File: src/rtl/latch_out_debounce.sv
// ---------------------------------------------------------------------------
// latch_out_debounce
//   Conditions the level coming from a D latch output for the clocked domain.
//   The raw level is passed through a two-flop synchroniser. A new level is
//   accepted only after STABLE_CYCLES consecutive synchronised samples agree.
//   Each accepted change produces a one-cycle rise or fall pulse. Each
//   accepted rising edge also increments a wrapping event counter.
//
// Ports
//   clock        in   1      system clock, rising-edge active
//   reset        in   1      asynchronous, active-high reset
//   d_in         in   1      raw latch level, asynchronous to clock
//   count_clear  in   1      synchronous clear of edge_count
//   level_out    out  1      debounced level
//   rise_pulse   out  1      one-cycle pulse on an accepted 0->1 change
//   fall_pulse   out  1      one-cycle pulse on an accepted 1->0 change
//   edge_count   out  CNT_W  accepted rising edges, modulo 2^CNT_W
// ---------------------------------------------------------------------------
module latch_out_debounce #(
    parameter int STABLE_CYCLES = 4,
    parameter int CNT_W         = 8
) (
    input  logic             clock,
    input  logic             reset,
    input  logic             d_in,
    input  logic             count_clear,
    output logic             level_out,
    output logic             rise_pulse,
    output logic             fall_pulse,
    output logic [CNT_W-1:0] edge_count
);

    localparam int SC_W = $clog2(STABLE_CYCLES + 1);
    localparam logic [SC_W-1:0] LAST_CNT = SC_W'(STABLE_CYCLES - 1);
    localparam logic [SC_W-1:0] ONE_CNT  = SC_W'(1);

    localparam logic [1:0] IDLE_LOW   = 2'd0;
    localparam logic [1:0] CHECK_HIGH = 2'd1;
    localparam logic [1:0] IDLE_HIGH  = 2'd2;
    localparam logic [1:0] CHECK_LOW  = 2'd3;

    logic             sync1_q, sync2_q;
    logic [1:0]       state_q, state_d;
    logic [SC_W-1:0]  stab_cnt_q, stab_cnt_d;
    logic             level_q, level_d;
    logic             rise_q, rise_d;
    logic             fall_q, fall_d;
    logic [CNT_W-1:0] count_q, count_d;

    // Next-state logic. The FSM only ever looks at sync2_q, never the raw input.
    always_comb begin
        state_d    = state_q;
        stab_cnt_d = stab_cnt_q;
        level_d    = level_q;
        rise_d     = 1'b0;
        fall_d     = 1'b0;

        case (state_q)
            IDLE_LOW: begin
                if (sync2_q) begin
                    state_d    = CHECK_HIGH;
                    stab_cnt_d = ONE_CNT;
                end
            end
            CHECK_HIGH: begin
                if (!sync2_q) begin
                    state_d    = IDLE_LOW;
                    stab_cnt_d = '0;
                end else if (stab_cnt_q == LAST_CNT) begin
                    state_d    = IDLE_HIGH;
                    stab_cnt_d = '0;
                    level_d    = 1'b1;
                    rise_d     = 1'b1;
                end else begin
                    stab_cnt_d = stab_cnt_q + ONE_CNT;
                end
            end
            IDLE_HIGH: begin
                if (!sync2_q) begin
                    state_d    = CHECK_LOW;
                    stab_cnt_d = ONE_CNT;
                end
            end
            default: begin
                if (sync2_q) begin
                    state_d    = IDLE_HIGH;
                    stab_cnt_d = '0;
                end else if (stab_cnt_q == LAST_CNT) begin
                    state_d    = IDLE_LOW;
                    stab_cnt_d = '0;
                    level_d    = 1'b0;
                    fall_d     = 1'b1;
                end else begin
                    stab_cnt_d = stab_cnt_q + ONE_CNT;
                end
            end
        endcase

        // A clear coinciding with an accepted rise still counts that rise.
        count_d = count_q;
        if (rise_d) begin
            count_d = count_clear ? CNT_W'(1) : count_q + CNT_W'(1);
        end else if (count_clear) begin
            count_d = '0;
        end
    end

    always_ff @(posedge clock or posedge reset) begin
        if (reset) begin
            sync1_q    <= 1'b0;
            sync2_q    <= 1'b0;
            state_q    <= IDLE_LOW;
            stab_cnt_q <= '0;
            level_q    <= 1'b0;
            rise_q     <= 1'b0;
            fall_q     <= 1'b0;
            count_q    <= '0;
        end else begin
            sync1_q    <= d_in;
            sync2_q    <= sync1_q;
            state_q    <= state_d;
            stab_cnt_q <= stab_cnt_d;
            level_q    <= level_d;
            rise_q     <= rise_d;
            fall_q     <= fall_d;
            count_q    <= count_d;
        end
    end

    assign level_out  = level_q;
    assign rise_pulse = rise_q;
    assign fall_pulse = fall_q;
    assign edge_count = count_q;

endmodule

File: config.mk
export PLATFORM = sky130hd
export DESIGN_NAME = latch_out_debounce
export DESIGN_NICKNAME = d
export VERILOG_FILES = /design/src/rtl/latch_out_debounce.sv
export SDC_FILE = /design/constraint.sdc
export NUM_CORES = 1
export LEC_CHECK = 0
export ABC_CLOCK_PERIOD_IN_PS = 1800
export CAP_MARGIN = 20
export CELL_PAD_IN_SITES_DETAIL_PLACEMENT = 1
export CELL_PAD_IN_SITES_GLOBAL_PLACEMENT = 2
export CORE_ASPECT_RATIO = 2
export CORE_MARGIN = 3
export CORE_UTILIZATION = 33
export DETAILED_ROUTE_END_ITERATION = 12
export GPL_TIMING_DRIVEN = 1
export PLACE_DENSITY_LB_ADDON = 0.1
export SYNTH_ARGS = -nofsm -noshare
export SYNTH_HDL_FRONTEND = slang
export SYNTH_SLANG_ARGS = --single-unit
File: constraint.sdc
create_clock -name clock -period 1.8 [get_ports clock]
set_input_delay 0.36 -clock clock [delete_from_list [all_inputs] [get_ports clock]]
set_output_delay 0.36 -clock clock [all_outputs]
set_load 0.01 [all_outputs]
Yosys cells after proc, flatten, opt, wreduce, memory -nomap -nowiden --
Index checks and enable logic that the tools add are counted.
Word-level totals: flip-flop bits (word level) 18, input port bits 4, output and inout bits 11, word-level logic and storage cells 53
Operators by class: $add $sub $neg 2, eq/ne operators 8, muxes and demuxes 26, bitwise operators 1, reductions and logical operators 8
Operators by type and width (number):
- two-way mux 8 bit | 3
- two-way mux 3 bit | 5
- two-way mux 2 bit | 6
- two-way mux 1 bit | 9
- case mux 3 bit (3 select lines) | 1
- adder 8 x 1 -> 8 bit (second input constant) | 1
- AND reduction 4 bit | 2
- != test 2 bit (second input constant) | 3
- case mux 2 bit (3 select lines) | 1
- nonzero test 4 bit | 1
- adder 3 x 1 -> 3 bit (second input constant) | 1
- equality test 3 x 2 -> 1 bit (second input constant) | 1
- != test 3 bit (second input constant) | 1
- OR reduction 3 bit | 1
- equality test 2 x 1 -> 1 bit (second input constant) | 1
- equality test 2 bit (second input constant) | 1
- logical NOT 2 bit | 1
- != test 2 x 1 -> 1 bit (second input constant) | 1
- case mux 1 bit (2 select lines) | 1
- AND reduction 2 bit | 1
- nonzero test 2 bit | 1
- OR reduction 2 bit | 1
- NOT 1 bit | 1

Depth between registers and ports, before layout --
Gate-level depths: netlist (run 1).
depth after elaboration 5, mapped depth 6, gate-level depth less buffers 5

Least setup slack after synthesis (run 1) --
No wires, ideal clock.
kind register to register, start reg (tool-made name), end reg count_q[7] (netlist: edge_count[7]), setup time 128 ps, arrival 1494 ps, data required time 1672 ps, slack 179 ps, cell stages (with the launch flop) 6, buffers on the path 0, period minus slack after synthesis 1621 ps, cell sequence dfrtp_1 > inv_1 > ha_1 > nand4b_2 > nor4_1 > mux2_1
RTL lines:
- end signal, assigned | RTL line 126 | count_q <= count_d;
- end, declared | RTL line 48 | logic [CNT_W-1:0] count_q, count_d;

==> impl_metrics.csv, run 1 <==
group,metric,value,unit
setup_path,arrival,1.85,ns
yosys,yosys_register_bits,18,
yosys,ys_seq_area_share,46.3,%
yosys,syn_area,973,um2
final_layout,drive_gt1_share,13.8,%
route,drt-total-wl,2.49,mm
yosys,synth-simple-area-share,18.4,%
setup_path,worstPathRequired,1.93,ns
placement,place.gp.congestion,0.751,
global_route,grt_pass1_vias,914,
route,antenna_left,0,
yosys,synth_compound_area_share,16.3,%
min_path,hold_class,"flip-flop to flip-flop",
floorplan,start_util,34.7,%
route,wl_per_cell,17.2,um
global_route,grt_usage,15.6,%
global_route,grt_max_degree,19,
outcome,status,"complete, no violations",
power,clock_power_share,24.0,%
yosys,syn_avg_cell_area,10.4,um2
power,switchingPower,479,uW
cts,cts_tree,"done",
final_layout,antenna_cells,0,
route,drc,0,
yosys,synth_mux_area_share,4.76,%
cts,clkTransAtPathRegs,0.07,ns
yosys,syn-instance-count,94,
cts,htree_num_levels,1,
setup_path,ff2ff_path_depth,5,
setup_path,start_kind,"flip-flop",
floorplan,coreArea,0.00280,mm2
floorplan,rows,27,
cts,cts.sinks,18,
placement,port_buffers,14,
power,total_power,1370,uW
global_route,antenna_found_initial,0,
floorplan,io_pins,15,
yosys,ys_types,35,
global_route,grt_pass1_wl,4.39,mm
sta,hold_viol_final,0,
sta,fmax,0.581,GHz
cts,cts-hold-fix-buffers,0,
min_path,hold_path_startpoint,"sync1_q$_DFF_PP0_",
yosys,yosys_warnings,0,
power,combinationalPowerShare,38.5,%
power,powerDensity,1090,mW/mm2
floorplan,die_area,0.00368,mm2
sta,rsz0062_at_grt,"true",
setup_path,reg2reg_to,"edge_count[7]$_DFFE_PP0P_",
cts,clk_path_buf_depth,2,
sta,fin_worst_skew,0.00694,ns
route,vias,808,
power,p_seq_share,37.6,%
cts,clk_latency,0.25,ns
power,p_sw_share,35.0,%
min_path,holdPathStages,0,
power,power.leakage,0.000593,uW
yosys,synth_nets,105,
power,intPower,888,uW
cts,cts-root-buf,"clkbuf_8",
setup_path,crit_type,"flip-flop to flip-flop",
final_layout,finalCoreUtilization,44.8,%
yosys,synth_xor_area_share,0.900,%
setup_path,end_kind,"flip-flop",
placement,dp_hpwl,1.97,mm
floorplan,die_w,44.4,um
route,vias_per_cell,5.57,
route,drt_iter0_drc,5,
setup_path,cp_max_fo,6,
global_route,grt_overflow,0,
sta,finalSetupViolCount,0,
yosys,synthAdderAreaFrac,9.00,%
sta,fin_crit_sh,95.6,%
floorplan,chipHeight,82.8,um
route,first_pass_iters,2,
cts,cts_buffers,3,
sta,min_period,1.72,ns
min_path,min_to,"sync2_q$_DFF_PP0_",
run,max_cap_violations,0,
sta,tightest_slew,0.373,ns
sta,slew_violations,0,
yosys,synth_top_family_by_area,"simple AND/OR/NAND/NOR gates",
final_layout,final_nets,128,
sta,slew_headroom,74.5,%
final_layout,syn2layout_area_growth,29.2,%
power,vdd_ir_drop_max,0.367,mV
setup_path,reg2reg_setup_slack,0.08,ns
[through the flow]
step / cell area [um2] / cells / TNS (ns) / worst slack [ns] / hold WS [ns]
2_1_floorplan: 973 / 94 / 0 / 0.179 / 0.299
3_3_place_gp: 1190 / 141 / 0 / 0.0794 / 0.333
3_5_place_dp: 1190 / 141 / 0 / 0.0277 / 0.339
4_1_cts: 1240 / 145 / 0 / 0.00984 / 0.355
5_1_grt: 1260 / 145 / -0.0310 / -0.0165 / 0.381
6_report: 1260 / 145 / 0 / 0.0798 / 0.352
[routing by layer]
| layer | track usage (%) | share of wire (%) | vias up |
|---|---|---|---|
| li1 | - | - | 380 |
| met5 | 0 | 0 | - |
| met3 | 1.95 | 0.80 | 2 |
| met4 | 4.95 | 0.68 | 0 |
| met2 | 29.5 | 63 | 7 |
| met1 | 16.6 | 35 | 419 |
[worst max-delay path: stages (launching register included)]
cell	delay [ns]
dfrtp_1	0.42
inv_1	0.12
ha_1	0.22
nand4b_4	0.16
nor4_2	0.34
mux2_1	0.35
[state kept, by name (all words and copies together) (netlist names), named ones only]
register    flops
stab_cnt_q      3
sync1_q         1
level_out       1
state_q         1
edge_count      8
sync2_q         1
rise_pulse      1
fall_pulse      1
[what timing repair did]
| item | 4_1_cts | 5_1_grt |
|---|---|---|
| endpoints found under the setup margin | 0 | 6 |
| gates resized for setup | 0 | 3 |
| buffers inserted | 0 | 0 |
[power groups by stage]
stage | clock, uW | combinational (uW) | sequential [uW]
after CTS | 344 | 530 | 509
after floorplan | 0 | 363 | 503
final | 328 | 525 | 513
after detailed placement | 0 | 528 | 517
after global placement | 0 | 505 | 513
after global routing | 366 | 603 | 520
[placed cells by master, fill, tap and decap left out, types with 2 or more instances in the layout]
cell             netlist  routed
dfrtp_1               18      17
clkdlybuf4s50_1        0      14
a21oi_1                7       7
inv_1                  7       7
ha_1                   7       7
buf_4                  1       7
o21ai_0                5       5
nor2_1                 4       4
nand2b_1               4       4
nor2b_1                4       4
clkbuf_8               0       4
or3_1                  3       3
nand3_1                3       3
nand2_1                3       3
mux2i_1                2       2
o31ai_1                2       2
or4_1                  2       2
a31oi_1                2       2
o211ai_1               2       2
[synth_stat cells, drive strengths merged]
cell type  instances  area (um2)
o21ai              5        25.0
nor4               1        6.26
a21oi              7        35.0
nor3               1        5.00
inv                7        26.3
a2bb2oi            1        8.76
nor3b              1        7.51
o41ai              1        8.76
nor2               4        15.0
buf                2        12.5
o21a               1        7.51
ha                 7        87.6
a2111oi            1        8.76
a311oi             1        15.0
a31oi              2        12.5
nand2              3        11.3
nand3b             1        7.51
mux2i              2        20.0
and2               1        6.26
o31ai              2        15.0
xnor2              1        8.76
dfrtp             18         450
o211ai             2        15.0
nand4b             1        15.0
and3               1        6.26
nor2b              4        25.0
clkbuf             1        3.75
nand2b             4        25.0
nand3              3        15.0
mux2               2        26.3
or3                3        18.8
or4                2        15.0
a21o               1        7.51
[logic make-up (layout without fill, tap and decap cells)]
group / count (synthesis) / in the layout
compound gates: 24 / 24
xor+xnor: 1 / 1
fa+ha+maj: 7 / 7
buf+inv: 10 / 32
flops: 18 / 18
mux: 4 / 4
simple gates: 30 / 30
[worst max path at each step]
stage          slack [ns]              startpoint  cells past startpoint                   endpoint
2_1_floorplan        0.18               flip-flop                      5  edge_count[7]$_DFFE_PP0P_
3_3_place_gp         0.08  state_q[0]$_DFFE_PP0P_                      5                  flip-flop
3_5_place_dp         0.03  state_q[0]$_DFFE_PP0P_                      5                  flip-flop
4_1_cts              0.01  state_q[0]$_DFFE_PP0P_                      5                  flip-flop
5_1_grt             -0.02               flip-flop                      6                  flip-flop
6_report             0.08               flip-flop                      5  edge_count[7]$_DFFE_PP0P_
[final cells by class]
class	instances	area (um2)
clock buffers	4	55.1
flip-flops and latches	18	452
well taps	29	36.3
inverters	7	26.3
multi-input cells	66	495
repair buffers	21	193
fillers	339	1550
(Power assumes the default switching activity.)
==> run 2: changes to the inputs <==
- ABC_CLOCK_PERIOD_IN_PS: 1800 -> 1500
- CORE_ASPECT_RATIO: 2 -> 1.75
- CORE_UTILIZATION: 33 -> 30
- clock period: 1.8 -> 1.5 ns (I/O delays scaled with it)
==> run 2 against run 1 <==
Net effect: the run now ends with negative setup slack left; setup slack worse by 0.15 ns; clock skew is 0.00091 ns lower; critical path depth stayed put; combinational power is 85% higher; first-iteration DRC count grew to 2.6 times the previous value; routed wire length is 9.9% higher; register-to-register slack worse by 0.15 ns; clock-buffer cell count stayed put; global-route usage is 0.34 points lower; clock power is 25% higher; hold slack better by 0.0075 ns; critical path type unchanged; largest power group unchanged.
==> impl_metrics.csv, run 2 (same netlist as run 1, synthesis figures left out) <==
group,metric,value,unit
cts,clk_path_buf_depth,2,
final_layout,fill_cells,339,
sta,rsz0062_at_grt,"true",
sta,hold_viol_final,0,
global_route,met3_usage,1.65,%
setup_path,cp_slowest_cell,"or4_4",
final_layout,antenna_cells,0,
route,wl_per_cell,15.8,um
route,vias_per_cell,4.97,
route,antenna_left,0,
sta,finalSetupViolCount,6,
route,drt-total-wl,2.74,mm
run,max_cap_violations,0,
sta,slew_headroom,78.5,%
route,drc,0,
global_route,grtUsageMet2,30.5,%
final_layout,final_nets,143,
setup_path,crit_chain,"inv_2 -> ha_4 -> nand4b_4 -> or4_4 -> a21oi_2",
final_layout,final_cell_mix,"20 x buf_4, 17 x dfrtp_1, 6 x dlygate4sd2_1, 5 x inv_1, 5 x clkdlybuf4s50_1",
sta,fin_ws,-0.0655,ns
sta,fmax,0.639,GHz
final_layout,finalCoreUtilization,49.5,%
cts,htree_num_levels,1,
sta,fin_crit_sh,104,%
placement,port_buffers,14,
floorplan,start_util,32.2,%
setup_path,reg2reg_setup_slack,-0.07,ns
power,powerDensity,1330,mW/mm2
sta,fin_worst_skew,0.00604,ns
route,drt_iter0_drc,13,
cts,cts_tree,"done",
setup_path,cp_max_fo,6,
sta,slew_violations,0,
global_route,grt_usage,15.3,%
setup_path,cpPeakStageDelay,0.52,ns
outcome,status,"finished, violations left",
global_route,grt_pass1_wl,4.60,mm
floorplan,die_w,49.1,um
global_route,grt_overflow,0,
floorplan,die_area,0.00399,mm2
floorplan,coreArea,0.00303,mm2
cts,clk_latency,0.26,ns
global_route,met1_usage,15.0,%
sta,min_period,1.57,ns
cts,cts-root-buf,"clkbuf_8",
floorplan,io_pins,15,
power,power.leakage,0.000762,uW
final_layout,multi_input_area,598,um2
placement,place.gp.congestion,0.801,
outcome,violations,"negative setup slack",
min_path,hold_class,"input port to async pin",
final_layout,largest_reg_flops,8,
power,vdd_ir_drop_max,0.498,mV
global_route,grt_max_degree,19,
cts,cts_buffers,3,
floorplan,rows,26,
global_route,grt_pass1_vias,969,
global_route,gr-max-usage-layer,"met2",
route,vias,860,
sta,hold_slack,0.360,ns
floorplan,chipHeight,81.4,um
placement,dp_hpwl,2.01,mm
setup_path,crit_type,"flip-flop to flip-flop",
setup_path,end_kind,"flip-flop",
setup_path,worstPathRequired,1.69,ns
cts,cts.sinks,18,
final_layout,drive_gt1_share,36.6,%
setup_path,arrival,1.75,ns
setup_path,start_kind,"flip-flop",
final_layout,mostFrequentLayoutCell,"buf_4",
final_layout,syn2layout_area_growth,53.7,%
route,first_pass_iters,4,
global_route,antenna_found_initial,0,
final_layout,ff_latch_area,452,um2
cts,clkTransAtPathRegs,0.08,ns
sta,setup_tns,-0.201,ns
sta,tightest_slew,0.322,ns
run 2: cell count changes in the layout (fill, tap and decap cells not counted), moves of 3 or more:
| cell | before | now |
|---|---|---|
| a21oi_1 | 7 | 4 |
| a21oi_2 | 0 | 3 |
| buf_4 | 7 | 20 |
| clkdlybuf4s50_1 | 14 | 5 |
| dlygate4sd2_1 | 0 | 6 |
| dlymetal6s2s_1 | 0 | 3 |
| ha_1 | 7 | 3 |
| o21ai_0 | 5 | 2 |
run 2: cell type report:
cell class | count | area share, %
Clock buffer | 4 | 3.68
Inverter | 7 | 1.76
Multi-Input combinational cell | 66 | 40.0
Sequential cell | 18 | 30.2
Tap cell | 42 | 3.51
Timing Repair Buffer | 36 | 20.9
run 2: timing repair:
item	in CTS	in global routing
pin swaps	8	4
buffers inserted	4	2
hold buffers	0	0
resized for setup	12	18
gates cloned	0	0
endpoints found under the setup margin	14	13
run 2: path summary, 6_finish.rpt:
| check | from | end | cells past startpoint |
|---|---|---|---|
| hold / removal | reset | fall_pulse$_DFF_PP0_ | 3 |
| setup / recovery | flip-flop | edge_count[6]$_DFFE_PP0P_ | 5 |
| hold reg to reg | sync1_q$_DFF_PP0_ | sync2_q$_DFF_PP0_ | 0 |
| setup reg to reg | flip-flop | edge_count[6]$_DFFE_PP0P_ | 5 |
| min in group clock | sync1_q$_DFF_PP0_ | sync2_q$_DFF_PP0_ | 0 |
| max in group asynchronous | reset | state_q[0]$_DFFE_PP0P_ | 3 |
run 2: routing by layer:
metal | routed length (um) | part of all wire (%)
met2 | 1600 | 58
met5 | 0 | 0
met4 | 76 | 2.8
met3 | 33 | 1.2
met1 | 1030 | 38
run 2: worst max-delay path, delay by kind of cell, from the launching register on:
| family | cells | cell delay, ns |
|---|---|---|
| adder cells (fa/ha/maj) | 1 | 0.16 |
| AO/OA/AOI/OAI | 1 | 0.14 |
| buffers and inverters | 1 | 0.10 |
| AND/OR/NAND/NOR | 2 | 0.68 |
| flip-flops | 1 | 0.41 |
run 2: through the flow:
stage	total power, uW	cells	instance area [um2]	setup WS (ns)
final	2000	173	1500	-0.0655
after global routing	2130	173	1500	-0.156
after CTS	1900	171	1410	-0.0451
after detailed placement	1430	163	1300	-0.147
after global placement	1390	163	1300	-0.0855
after floorplan	1090	94	1010	-0.00175
run 2: power breakdown:
part | total [uW] | internal, uW | switching (uW)
Clock | 410 | 234 | 176
Sequential | 615 | 548 | 67.0
Combinational | 971 | 511 | 460
Total | 2000 | 1290 | 704
==> run 3: changes to the inputs <==
- CORE_MARGIN: 3 -> 1.5
==> run 3 against run 2 <==
Net effect: the flow still finishes with violations (negative setup slack); critical path depth is the same; first-iteration DRC count shrank 54%; final cell count grew 0.58%; die area shrank 9.6%; hold slack is essentially flat; global-route usage grew 1.2 points; utilization shrank 2.1 points; non-clock buffer count is the same; via count shrank 0.47%; routed wire length shrank 7.5%; power shrank 5.0%; sequential power is essentially flat; largest cell class unchanged.
==> impl_metrics.csv, run 3 (same netlist as run 1, synthesis figures left out) <==
group,metric,value,unit
outcome,status,"finished, violations left",
outcome,violations,"negative setup slack",
route,drt-total-wl,2.54,mm
cts,htree_num_levels,1,
min_path,hold_class,"flip-flop to flip-flop",
sta,hold_slack,0.360,ns
setup_path,end_kind,"flip-flop",
sta,fmax,0.645,GHz
sta,fin_worst_skew,0.00480,ns
floorplan,die_w,46.1,um
setup_path,crit_chain,"inv_2 -> ha_4 -> nand4b_4 -> or4_1 -> a21oi_2",
sta,setup_tns,-0.119,ns
cts,cts_tree,"done",
route,vias,856,
global_route,grt_pass1_wl,4.43,mm
floorplan,chipHeight,78.4,um
cts,clk_latency,0.25,ns
cts,cts-root-buf,"clkbuf_8",
setup_path,start_kind,"flip-flop",
floorplan,io_pins,15,
route,wl_per_cell,14.6,um
floorplan,coreArea,0.00311,mm2
setup_path,cp_slowest_cell,"or4_1",
global_route,grt_overflow,0,
sta,slew_violations,0,
route,antenna_left,0,
run,max_cap_violations,0,
sta,hold_viol_final,0,
global_route,grt_max_degree,19,
setup_path,cpPeakStageDelay,0.53,ns
floorplan,die_area,0.00361,mm2
final_layout,fin_cells,174,
cts,cts.sinks,18,
route,drt_iter0_drc,6,
cts,clkTransAtPathRegs,0.07,ns
route,vias_per_cell,4.92,
setup_path,crit_type,"flip-flop to flip-flop",
setup_path,cpLargestDelayFamily,"simple AND/OR/NAND/NOR gates",
power,powerDensity,1290,mW/mm2
placement,dp_hpwl,1.95,mm
setup_path,crit_buf_inv,1,
final_layout,final_nets,143,
sta,slew_headroom,79.0,%
sta,fin_crit_sh,103,%
sta,rsz0062_at_grt,"true",
global_route,grt_usage,16.5,%
sta,tightest_slew,0.314,ns
floorplan,rows,27,
setup_path,arrival,1.72,ns
sta,min_period,1.55,ns
placement,place_inst,164,
final_layout,mostFrequentLayoutCell,"buf_4",
route,drc,0,
power,power.leakage,0.000758,uW
route,first_pass_iters,3,
cts,clk_path_buf_depth,2,
setup_path,cp_max_fo,6,
global_route,grt_pass1_vias,954,
floorplan,start_util,31.3,%
power,vdd_ir_drop_max,0.610,mV
final_layout,drive_gt1_share,32.8,%
sta,finalSetupViolCount,4,
placement,place.gp.congestion,0.784,
setup_path,worstPathRequired,1.67,ns
global_route,antenna_found_initial,0,
sta,fin_ws,-0.0493,ns
final_layout,largest_reg_flops,8,
final_layout,antenna_cells,0,
final_layout,final_cell_mix,"20 x buf_4, 16 x dfrtp_1, 6 x clkdlybuf4s50_1, 5 x inv_1",
placement,port_buffers,14,
final_layout,syn2layout_area_growth,51.2,%
cts,cts_buffers,3,
run 3: worst register-to-register path, stage by stage (launching register included):
cell and delay, ns:
dfrtp_1 0.39, inv_2 0.10, ha_4 0.17, nand4b_4 0.16, or4_1 0.53, a21oi_2 0.14
run 3: layout make-up:
class                           instances  area, um2
Clock buffer                            4       45.0
Fill cell                             361       1640
Inverter                                7       28.8
Multi-Input combinational cell         66        564
Sequential cell                        18        453
Tap cell                               43       53.8
Timing Repair Buffer                   36        327
run 3: layer usage:
layer / vias up / routed length, um / GRT usage (%)
met5: - / 0 / 0
met4: 0 / 19 / 6.57
met3: 2 / 45 / 2.53
met2: 7 / 1520 / 28.6
met1: 437 / 948 / 18.9
li1: 410 / - / -
run 3: worst paths after layout:
path | from | end | slack [ns] | cells after the start
max | flip-flop | edge_count[6]$_DFFE_PP0P_ | -0.05 | 5
min | sync1_q$_DFF_PP0_ | sync2_q$_DFF_PP0_ | 0.36 | 0
max reg2reg | flip-flop | edge_count[6]$_DFFE_PP0P_ | -0.05 | 5
min reg2reg | sync1_q$_DFF_PP0_ | sync2_q$_DFF_PP0_ | 0.36 | 0
max in group asynchronous | reset | edge_count[3]$_DFFE_PP0P_ | 0.91 | 3
min in group asynchronous | reset | sync1_q$_DFF_PP0_ | 0.37 | 3
run 3: power breakdown:
part | total [uW] | switching (uW) | internal, uW
logic | 949 | 434 | 515
clock network | 336 | 148 | 188
registers | 612 | 63.2 | 549
run 3: what timing repair did:
action	4_1_cts	5_1_grt
gates cloned	0	0
pin swaps	7	4
setup buffers	4	2
hold buffers	0	0
endpoints found under the setup margin	13	14
resized for setup	9	14
run 3: metrics by stage:
stage / setup slack (ns) / cell area [um2] / total power, uW / util, %
floorplan: -0.00175 / 1010 / 1090 / -
global route: -0.159 / 1470 / 2040 / 47.3
CTS: -0.0492 / 1400 / 1820 / 44.9
detailed placement: -0.146 / 1310 / 1450 / 42.0
global placement: -0.0689 / 1310 / 1420 / 42.0
finish: -0.0493 / 1470 / 1900 / 47.3
